<file path="config.mk">
export PLATFORM = sky130hd
export DESIGN_NAME = hop_lane_monitor
export DESIGN_NICKNAME = d
export VERILOG_FILES = /design/src/rtl/hop_pkg.sv /design/src/rtl/hop_lane_monitor.sv
export SDC_FILE = /design/constraint.sdc
export NUM_CORES = 1
export LEC_CHECK = 0
export BUFFER_PORTS_ARGS = -buffer_cell sky130_fd_sc_hd__buf_2
export CORE_AREA = 2 2 39 41
export DETAILED_ROUTE_END_ITERATION = 8
export DIE_AREA = 0 0 41 43
export PLACE_DENSITY = 0.5
export SYNTH_ARGS = -nofsm -noshare
export SYNTH_HDL_FRONTEND = slang
export SYNTH_SLANG_ARGS = --single-unit
</file>
<file path="constraint.sdc">
create_clock -name clock0 -period 3.8 [get_ports clock0]
set_input_delay 0.76 -clock clock0 [delete_from_list [all_inputs] [get_ports clock0]]
set_output_delay 0.76 -clock clock0 [all_outputs]
set_load 0.01 [all_outputs]
</file>
<file path="src/rtl/hop_pkg.sv">
// hop_pkg: shared run states and constants for the hop-chain checker and benchmarks.
package hop_pkg;
   typedef enum logic [1:0] {IDLE, LAUNCH, WAIT, DONE} state_t;
   localparam int HOPS_DEF = 6;
   localparam int TIMEOUT_DEF = 15;
   function automatic int lat_none(input int cw);
      return (1 << cw) - 1;
   endfunction
endpackage

</file>
<file path="src/rtl/hop_lane_monitor.sv">
// hop_lane_monitor: per-lane arrival latch, pulse-width check and sticky fail flag.
module hop_lane_monitor
   import hop_pkg::*;
#(
   parameter int HOPS = HOPS_DEF,
   parameter int CW = 5
)(
   input  logic          clock0,
   input  logic          rst1,
   input  logic          clr,
   input  logic          active,
   input  logic          finish,
   input  logic          en,
   input  logic          lane_in,
   input  logic [CW-1:0] cnt,
   output logic [CW-1:0] lat_q,
   output logic          arrived,
   output logic          fail_q,
   output logic          fail_d
);
   localparam logic [CW-1:0] LAT_NONE = CW'(lat_none(CW));
   logic [CW-1:0] lat_d;
   logic          hit;
   // any high after the first arrival violates the single-cycle width
   always_comb begin
      hit = active & en & lane_in;
      arrived = lat_q != LAT_NONE;
      lat_d = clr ? LAT_NONE : (hit & ~arrived) ? cnt : lat_q;
      fail_d = clr ? 1'b0 : fail_q | (hit & (arrived | (cnt != CW'(HOPS)))) | (finish & en & (lat_d == LAT_NONE));
   end
   always_ff @(posedge clock0) begin
      if (rst1) begin
         lat_q <= LAT_NONE;
         fail_q <= 1'b0;
      end else begin
         lat_q <= lat_d;
         fail_q <= fail_d;
      end
   end
endmodule

</file>
==> results by group <==
Critical path
  – Reg2Reg Depth: 3
  – Startpoint Class: primary input
  – Worst Path Required: 3.04 ns
  – Crit Path Max Fanout: 3
  – Worst Setup SP: cnt[3]
  – WP buf/inv: 2
  – CP max stage cell: or4_4
  – Max incr delay on CP: 0.54 ns
  – CP most frequent cell: buf_2
  – Reg2reg setup slack: 2.64 ns
  – R2r endpoint: fail_q$_SDFF_PP0_
  – Arr. time, crit path: 1.81 ns
  – Crit-path cells: buf_2 -> or4_4 -> nor4_4 -> a211oi_1 -> buf_2
  – CP delay by family, top: simple AND/OR/NAND/NOR gates
  – Worst Setup End Kind: output pin
  – Reg-to-reg startpoint: lat_q[3]$_SDFF_PP1_
  – Critical path class: primary input to output pin

Clocking
  – Sink Count: 6
  – Hold buffers post-CTS: 0
  – CTS root buf: clkbuf_4
  – CTS tree: done
  – Number of CTS-inserted buffers: 3
  – Post_cts resized: 0
  – H-tree depth: 1
  – CTS clk-pin slew, worst paths: 0.04 ns
  – Clock Latency Late Sink: 0.24 ns
  – Total setup buffers inserted after CTS: 0
  – Maximum root-to-sink buffer count: 2

Run
  – # Max-Cap Violations: 0

Logic synthesis
  – Syn Nets: 46
  – FFs w/ async S/R, synth: 0%
  – #FFs+latches synth: 6
  – Count leader, synth: dfxtp_1
  – Synth warn: 0
  – Synth area leaders: dfxtp_1 (38%), nor4_4 (6.6%), o22a_1 (5.5%)
  – Post-synth top area share: 37.5%
  – Post-synthesis cell type count: 20
  – Most used DFF post-synth: dfxtp_1
  – Post-synth top area cell: dfxtp_1
  – Mapped Cells: 34
  – Register area share after synthesis: 37.5%
  – Synth Area per Inst: 9.42 um2
  – Mapped Area: 320 um2
  – Post-synth top cells: dfxtp_1 (6), nand2_1 (4), nand3_1 (3)
  – Post-synth EDFFs: 0

Final layout
  – NumNets Final: 70
  – Final Util: 33.1%
  – Layout cells sized above 1: 50.0%
  – Final instance area: 458 um2
  – Area growth syn-to-layout: 43.0%
  – Fillers: 163
  – # diodes: 0

Min path
  – Type of the tightest min-delay check: flip-flop to flip-flop
  – Worst hold endpoint: lat_q[0]$_SDFF_PP1_
  – Hold path depth: 2
  – Worst hold start: lat_q[0]$_SDFF_PP1_

Detailed routing
  – Avg WL per Cell: 12.1 um
  – Via count: 358
  – Antenna-violating nets left: 0
  – Iter 0 DRT Violations: 5
  – Via density: 4.97
  – Pre-Repair DR Iteration Count: 3
  – Final wirelength: 873 um
  – Drt drc: 0

Timing
  – Finish-stage setup viols: 0
  – Crit path time final: 2.57 ns
  – Worst Hold Margin: 0.521 ns
  – Setup Skew: 0.00362 ns
  – Tcrit/Tclk final: 67.8%
  – Headroom to the max-slew limit: 80.4%
  – Max Slew Vio Count: 0
  – Setup TNS: 0 ns
  – RSZ-0062 raised after global routing: no
  – Final Hold Viols: 0
  – Tightest Pin Transition: 0.290 ns
  – Fmax: 388 MHz

Floorplanning
  – Die Ht: 43 um
  – # IOs: 20
  – Rows: 14
  – Core Box Area: 1380 um2
  – Die Area: 1760 um2
  – Initial core utilization: 23.1%
  – DIE WIDTH: 41 um

GRT
  – GRT Util Overall: 11.9%
  – Largest net degree at the start of global routing: 7
  – GRT overflow: 0
  – Vias in the first global route: 316
  – First-pass GRT wire length: 1370 um
  – Antenna violations before repair: 0

Power and ir drop
  – VDD IR max: 0.111 mV
  – P per Cell Area: 326 nW/um2
  – Overall power: 149 uW
  – Leakage Power: 0.000213 uW

Placement
  – GP Congestion: 0.713
  – IO buf count: 19
  – Placed inst area: 435 um2

Run status
  – Status: finished, final reports clean
-- state kept, by name, summed over array words and instances, names as in the netlist --
| register | count |
|---|---|
| lat_q | 5 |
| fail_q | 1 |
-- area by class of cell --
| type | count | area [um2] | share of cell area, % |
|---|---|---|---|
| tap | 16 | 20.0 | 4.37 |
| clock buffer | 3 | 22.5 | 4.92 |
| inverter | 2 | 7.51 | 1.64 |
| sequential | 6 | 120 | 26.2 |
| timing repair buffer | 19 | 95.1 | 20.8 |
| multi-input combinational | 26 | 193 | 42.1 |
-- metrics by stage --
stage	setup slack, ns	cells
floorplan	1.46	34
global placement	1.24	69
detailed placement	1.22	69
CTS	1.22	72
global route	1.17	72
finish	1.23	72
-- layer usage --
layer | wire length [um] | vias up | global-route usage, %
li1 | - | 181 | -
met1 | 405 | 162 | 16.2
met2 | 368 | 13 | 14.4
met3 | 85 | 2 | 5.24
met4 | 13 | 0 | 8.00
met5 | 0 | - | 0
-- power by group --
part | switching [uW] | internal, uW
sequential | 1.21 | 64.4
combinational | 12.8 | 11.7
clock | 23.5 | 35.8
total | 37.5 | 112
-- cell usage in the layout, fill, tap and decap left out --
cell type,instances
a31o_2,1
nand3_1,3
o22a_1,2
o22a_2,1
nand4_1,1
nor4b_1,1
a211oi_1,2
dfxtp_1,6
o41ai_1,1
buf_2,19
nand2_1,4
or4_4,1
o21ai_0,1
nand3_2,1
o311a_1,1
inv_1,2
or2_2,1
nor4_4,1
clkbuf_4,3
and3_1,2
nor2_1,1
nor3b_1,1
-- worst max path at each step --
stage	end	slack, ns	cells past startpoint
2_1_floorplan	fail_d	1.46	3
3_3_place_gp	fail_d	1.24	5
3_5_place_dp	fail_d	1.22	5
4_1_cts	fail_d	1.22	5
5_1_grt	fail_d	1.17	5
6_report	fail_d	1.23	5
-- worst reg2reg max path: stages, from the launching register on --
cell and delay [ns]:
dfxtp_1 0.37, nand3_2 0.15, o311a_1 0.39, a211oi_1 0.16
-- cells by family after synthesis --
group           synth area share, %
buf+inv                        2.34
simple gates                   36.7
flops                          37.5
compound gates                 23.4
(Power assumes the default switching activity.)
